--- config.mk ---
export PLATFORM = sky130hd
export DESIGN_NAME = wbu_busarb
export DESIGN_NICKNAME = d
export VERILOG_FILES = /design/src/rtl/wbu_busarb.sv
export SDC_FILE = /design/constraint.sdc
export NUM_CORES = 1
export LEC_CHECK = 0
export ABC_AREA = 1
export BUFFER_PORTS_ARGS = -buffer_cell sky130_fd_sc_hd__buf_2
export CAP_MARGIN = 20
export CORE_AREA = 10 10 88 90
export DETAILED_ROUTE_END_ITERATION = 10
export DIE_AREA = 0 0 98 100
export PLACE_DENSITY = 0.63
export SETUP_SLACK_MARGIN = 0.3
export SYNTH_ARGS = -nofsm -noshare
export SYNTH_HDL_FRONTEND = slang
export SYNTH_SLANG_ARGS = --single-unit
--- constraint.sdc ---
create_clock -name i_clk -period 1.4 [get_ports i_clk]
set_input_delay 0.21 -clock i_clk [delete_from_list [all_inputs] [get_ports i_clk]]
set_output_delay 0.21 -clock i_clk [all_outputs]
set_load 0.01 [all_outputs]
--- src/rtl/wbu_busarb.sv ---
// Two-master pipelined Wishbone arbiter: the debug bus (A) and a second master (B) share one slave bus.
// Optional bus-timeout abort is built only when WBA_TIMEOUT_EN is defined.
//
//   state    | meaning
//   ---------+-------------------------------------------------
//   IDLE     | no owner; arbitrate, both masters see stall
//   OWN_A    | master A owns the slave bus for its whole CYC
//   OWN_B    | master B owns the slave bus for its whole CYC
//   ABORT    | timed-out owner held off until it drops CYC
module wbu_busarb #(
  parameter int AW        = 32,
  parameter int DW        = 32,
  parameter int LGTIMEOUT = 19
) (
  input  logic          i_clk,
  input  logic          i_rst,
  input  logic          i_a_cyc,
  input  logic          i_a_stb,
  input  logic          i_a_we,
  input  logic [AW-1:0] i_a_addr,
  input  logic [DW-1:0] i_a_data,
  output logic          o_a_ack,
  output logic          o_a_stall,
  output logic          o_a_err,
  input  logic          i_b_cyc,
  input  logic          i_b_stb,
  input  logic          i_b_we,
  input  logic [AW-1:0] i_b_addr,
  input  logic [DW-1:0] i_b_data,
  output logic          o_b_ack,
  output logic          o_b_stall,
  output logic          o_b_err,
  output logic          o_wb_cyc,
  output logic          o_wb_stb,
  output logic          o_wb_we,
  output logic [AW-1:0] o_wb_addr,
  output logic [DW-1:0] o_wb_data,
  input  logic          i_wb_ack,
  input  logic          i_wb_stall,
  input  logic          i_wb_err,
  input  logic [DW-1:0] i_wb_data,
  output logic [1:0]    o_grant
);

  localparam logic [1:0] ST_IDLE  = 2'd0;
  localparam logic [1:0] ST_OWN_A = 2'd1;
  localparam logic [1:0] ST_OWN_B = 2'd2;
  localparam logic [1:0] ST_ABORT = 2'd3;

  localparam logic LAST_A = 1'b0;
  localparam logic LAST_B = 1'b1;

  logic [1:0] state_q, state_d;
  logic       last_q, last_d;
  logic       own_a, own_b;
  logic       act_a, act_b;
  logic       tmo_hit;

  // Read data goes to the masters outside this block.
  logic unused_rd;
  assign unused_rd = ^i_wb_data;

  assign own_a = (state_q == ST_OWN_A);
  assign own_b = (state_q == ST_OWN_B);
  assign act_a = own_a & i_a_cyc;
  assign act_b = own_b & i_b_cyc;

  assign o_wb_cyc  = act_a | act_b;
  assign o_wb_stb  = (act_a & i_a_stb) | (act_b & i_b_stb);
  assign o_wb_we   = (act_a & i_a_we) | (act_b & i_b_we);
  assign o_wb_addr = own_b ? i_b_addr : i_a_addr;
  assign o_wb_data = own_b ? i_b_data : i_a_data;

  assign o_a_stall = own_a ? (i_wb_stall | tmo_hit) : 1'b1;
  assign o_b_stall = own_b ? (i_wb_stall | tmo_hit) : 1'b1;
  assign o_a_ack   = act_a & i_wb_ack;
  assign o_b_ack   = act_b & i_wb_ack;
  assign o_a_err   = act_a & (i_wb_err | tmo_hit);
  assign o_b_err   = act_b & (i_wb_err | tmo_hit);

  assign o_grant = {own_b, own_a};

`ifdef WBA_TIMEOUT_EN
  // Down-counter reloaded to all-ones; terminal count at zero matches
  // 2**LGTIMEOUT-1 cycles of an owned, unanswered CYC.
  logic [LGTIMEOUT-1:0] tmo_q, tmo_d;

  assign tmo_hit = o_wb_cyc & (tmo_q == '0);

  always_comb begin
    tmo_d = tmo_q;
    if ((state_q == ST_IDLE) || i_wb_ack || i_wb_err || (state_d != state_q))
      tmo_d = '1;
    else if (o_wb_cyc)
      tmo_d = tmo_q - 1'b1;
  end

  always_ff @(posedge i_clk or posedge i_rst) begin
    if (i_rst)
      tmo_q <= '1;
    else
      tmo_q <= tmo_d;
  end
`else
  logic [LGTIMEOUT-1:0] unused_tmo;
  assign unused_tmo = '0;
  assign tmo_hit    = 1'b0;
`endif

  always_comb begin
    state_d = state_q;
    last_d  = last_q;
    case (state_q)
      ST_IDLE: begin
        if (i_a_cyc && (!i_b_cyc || (last_q == LAST_B)))
          state_d = ST_OWN_A;
        else if (i_b_cyc)
          state_d = ST_OWN_B;
      end
      ST_OWN_A: begin
        if (!i_a_cyc) begin
          state_d = ST_IDLE;
          last_d  = LAST_A;
        end else if (tmo_hit) begin
          state_d = ST_ABORT;
          last_d  = LAST_A;
        end
      end
      ST_OWN_B: begin
        if (!i_b_cyc) begin
          state_d = ST_IDLE;
          last_d  = LAST_B;
        end else if (tmo_hit) begin
          state_d = ST_ABORT;
          last_d  = LAST_B;
        end
      end
      ST_ABORT: begin
        // last_q names the aborted owner while in ABORT.
        if ((last_q == LAST_A) ? !i_a_cyc : !i_b_cyc)
          state_d = ST_IDLE;
      end
      default: state_d = ST_IDLE;
    endcase
  end

  always_ff @(posedge i_clk or posedge i_rst) begin
    if (i_rst) begin
      state_q <= ST_IDLE;
      last_q  <= LAST_B;
    end else begin
      state_q <= state_d;
      last_q  <= last_d;
    end
  end

endmodule
### Word-level counts from Yosys, hierarchy flattened

Cells that the tools add are included.

* bits in registers: 3
* logic and storage cells: 44

* eq/ne operators: 7
* muxes and demuxes: 14
* bitwise operators: 13
* reductions and logical operators: 8

Operator list (count)
* $mux W32: 2
* $and A1 B1 Y1: 10
* $mux W2: 5
* $pmux W2 S4: 1
* $ne A2 B2 Y1 const B: 3
* $mux W1: 5
* $eq A2 B2 Y1 const B: 2
* $reduce_and A4 Y1: 1
* $ne A3 B3 Y1 const B: 1
* $or A1 B1 Y1: 3
* $reduce_and A3 Y1: 1
* $eq A2 B1 Y1 const B: 1
* $logic_not A1 Y1: 2
* $logic_not A2 Y1: 1
* $pmux W1 S2: 1
* $reduce_bool A2 Y1: 1
* $logic_and A1 B1 Y1: 1
* $logic_or A1 B1 Y1: 1

### Longest topological paths before layout

* depth in word-level cells: 5
* mapped depth: 7

### Worst setup path after synthesis

Ideal clock, no wire load.

* kind: reg-to-output
* start: register state_q[0]
* end: output port o_wb_addr[29]
* arrival time: 1084 ps
* setup slack: 106 ps
* cell stages (with the launch flop): 6
* path through: dfrtp_1 -> nor2_4 -> buf_4 -> buf_2 -> nand2_1 -> nand2_1

* longest elaborated chain between the ends: 2

RTL lines
* from (decl): line 53 `logic [1:0] state_q, state_d;`
* from (signal assigned): line 152 `state_q <= state_d;`
* $eq A2 B2 Y1: line 64 `assign own_b = (state_q == ST_OWN_B);`
* $mux W32: line 71 `assign o_wb_addr = own_b ? i_b_addr : i_a_addr;`
* to (decl): line 36 `output logic [AW-1:0] o_wb_addr,`

No other way between the ends.

### Worst setup path in the final report

* start: register state_q[1]
* end: output port o_wb_addr[14]

Same word-level chain as after synthesis.

==> summary.md <==
| Metric | Value |
|---|---|
| Status | `complete, but fails checks` |
| Violated checks | `setup timing` |
| Top sig layer | `met4` |
| RSZ-0062 raised after global routing | `true` |
| Row count | `29` |
| Die W | `98 µm` |
| R2R Setup Slk | `0.13 ns` |
| First-pass GRT wire length | `11300 µm` |
| Vias/cell | `4.27` |
| Synth Warn # | `0` |
| Final Hold Fails | `0` |
| Starting density of the core | `18.0%` |
| Mapped cell area | `1100 µm²` |
| Reg area | `76.3 µm²` |
| First drt pass iteration count | `4` |
| Worst R2R Start | `state_q[0]` |
| Fin nets | `655` |
| CTS Buffer Depth | `2` |
| Part of the cycle the worst path needs | `112%` |
| Fill cells | `639` |
| Pin count of the biggest net entering global routing | `42` |
| Clk slew on worst S/H paths | `0.03 ns` |
| Final Instance Area | `2930 µm²` |
| Max Slew Vio Count | `0` |
| Metal2 WL | `4220 µm` |
| Share of cells above drive strength 1 | `67.7%` |
| Leak | `1.87 nW` |
| IO Pins | `246` |
| CP Max Fanout | `10` |
| Post-detailed-route count of antenna-violating nets | `0` |
| Clock Tree Root | `clkbuf_8` |
| Via count | `2391` |
| Total placed instance area | `2400 µm²` |
| Post-synth cell types | `15` |
| DR WL met3 | `768 µm` |
| Hold path start | `i_b_cyc` |
| Hold Path Cell Cnt | `2` |
| Maximum VDD drop | `0.941 mV` |
| Cell Pwr Density | `1810 nW/µm²` |
| Crit. End Element | `primary output` |
| Top cell type's share of synthesized area | `70.8%` |
| Crit Path Class | `reg -> out` |
| Final Setup Violations | `75` |
| DIE AREA | `9800 µm²` |
| Antenna violations before repair | `0` |
| # H-tree levels | `1` |
| Vias in the first global route | `2332` |
| Hold Path Sink | `last_q` |
| Tot Pwr | `0.00531 W` |
| Mean Syn Cell Area | `4.24 µm²` |
| CTS tree | `built` |
| Worst setup SP type | `flop` |
| Flops & latches, synth | `3` |
| Die height | `100 µm` |
| Hold Path Class | `in -> reg` |
| Synth area leader | `nand2_1` |
| Core box area | `6130 µm²` |
| Register area share after synthesis | `6.92%` |
| Placer Congestion | `0.786` |
| Max Clock Freq | `0.638 GHz` |
| Reg2reg end | `state_q[0]` |
| Worst Tran Pin Value | `0.221 ns` |
| Multi-input logic area | `1170 µm²` |
| First DRT Iteration DRCs | `34` |
| Drt total wl | `8130 µm` |
| Port Buffer Count | `213` |
| Top post-synthesis cells by area | `nand2_1, dfrtp_1, buf_2` |
| Clk_lat worst skew | `0.22 ns` |
| Clock buffer count from CTS | `3` |
| DR WL/cell | `14.5 µm` |
| CTS sink cnt | `3` |
| CP Data Arrival Time | `1.36 ns` |
| Syn-to-layout area delta | `166%` |
| Skew final | `0.00209 ns` |
| Reg2reg path depth | `10` |
| Req. time, crit path | `1.19 ns` |
| Rel. slew slack | `85.3%` |
| GRT Util Overall | `13.3%` |
| Syn Inst Count | `260` |
| Min Tclk post-route | `1.57 ns` |
| M1 WL | `3090 µm` |
| N_diodes | `0` |
| Global route overflow | `0` |
| Residual DRC | `0` |
| HPWL Detailed | `6240 µm` |
| Final setup margin | `-0.168 ns` |
| Synthesized net count | `431` |
| Max-cap viol count | `0` |
[power breakdown]
group	total (W)	switching [W]	internal (W)
Clock	0.000261	0.0000660	0.000195
Sequential	0.000172	0.0000342	0.000138
Combinational	0.00488	0.00262	0.00226
[per-layer routing]
layer  global-route usage (%)  vias to the layer above
li1                         -                     1217
met1                     14.8                     1034
met2                     24.4                      134
met3                     3.98                        6
met4                     2.46                        0
met5                        0                        -
[timing repair]
action,CTS,global route
resized for setup,18,65
hold buffers,1,0
endpoints found under the hold margin,2,0
pin swaps,3,12
buffers inserted,3,5
gates cloned,0,5
endpoints found under the setup margin,77,78
[cell type report]
| type | count | share of cell area [%] |
|---|---|---|
| sequential | 3 | 2.60 |
| tap | 77 | 3.28 |
| timing repair buffer | 235 | 50.8 |
| multi-input combinational | 228 | 39.8 |
| clock buffer | 4 | 1.54 |
| inverter | 13 | 1.92 |
[per-stage QoR]
stage	setup WS (ns)	hold slack [ns]	utilization (%)	TNS, ns	instances
global placement	0.0255	0.0731	39.1	0	542
global route	-0.241	0.318	47.8	-14.91	560
finish	-0.168	0.305	47.8	-9.19	560
CTS	-0.166	0.300	41.4	-9.46	550
detailed placement	0.00858	0.0762	39.1	0	542
floorplan	0.188	-0.0371	-	0	260
[cell usage after synthesis, drive strengths merged]
cell	instances
nand2	208
buf	16
inv	13
nand3	9
nor2	6
dfrtp	2
o21ai	2
a21boi	1
dfstp	1
nand3b	1
nand4	1
[logic make-up (layout without fill, tap and decap cells)]
family	Yosys count	after routing	share of synthesized area (%)
AOI/OAI and AO/OA	3	3	1.59
buffers and inverters	29	252	12.6
DFF	3	3	6.92
and+or+nand+nor	225	225	78.9
[critical path: stages, from the launching register on]
cell       delay (ns)
dfrtp_1          0.35
inv_2            0.06
nor2_4           0.16
buf_4            0.16
clkbuf_16        0.15
nand2_1          0.07
nand2_2          0.06
buf_2            0.13
[worst max path at each step]
stage	start	end	depth (start not counted)
global placement	state_q[1]	o_wb_data[16]	6
finish	state_q[1]	o_wb_addr[14]	7
CTS	state_q[1]	o_wb_we	6
detailed placement	state_q[1]	o_wb_data[0]	6
floorplan	state_q[1]	o_wb_addr[10]	7
global route	state_q[1]	o_wb_addr[14]	7
[placed cells by master (no fill, tap or decap), drive strengths merged]
master       Yosys  routed
nand3b           1       1
a21boi           1       1
nor2             6       6
dlygate4sd3      0       1
dfstp            1       1
nand4            1       1
buf             16     231
nand2          208     208
clkbuf           0       7
o21ai            2       2
nand3            9       9
dfrtp            2       2
inv             13      13
[flip-flops by register name, indices dropped and copies added, names as in the netlist]
name / cells
state_q: 2
last_q: 1
Note: power is estimated with default switching activity, not from simulation.
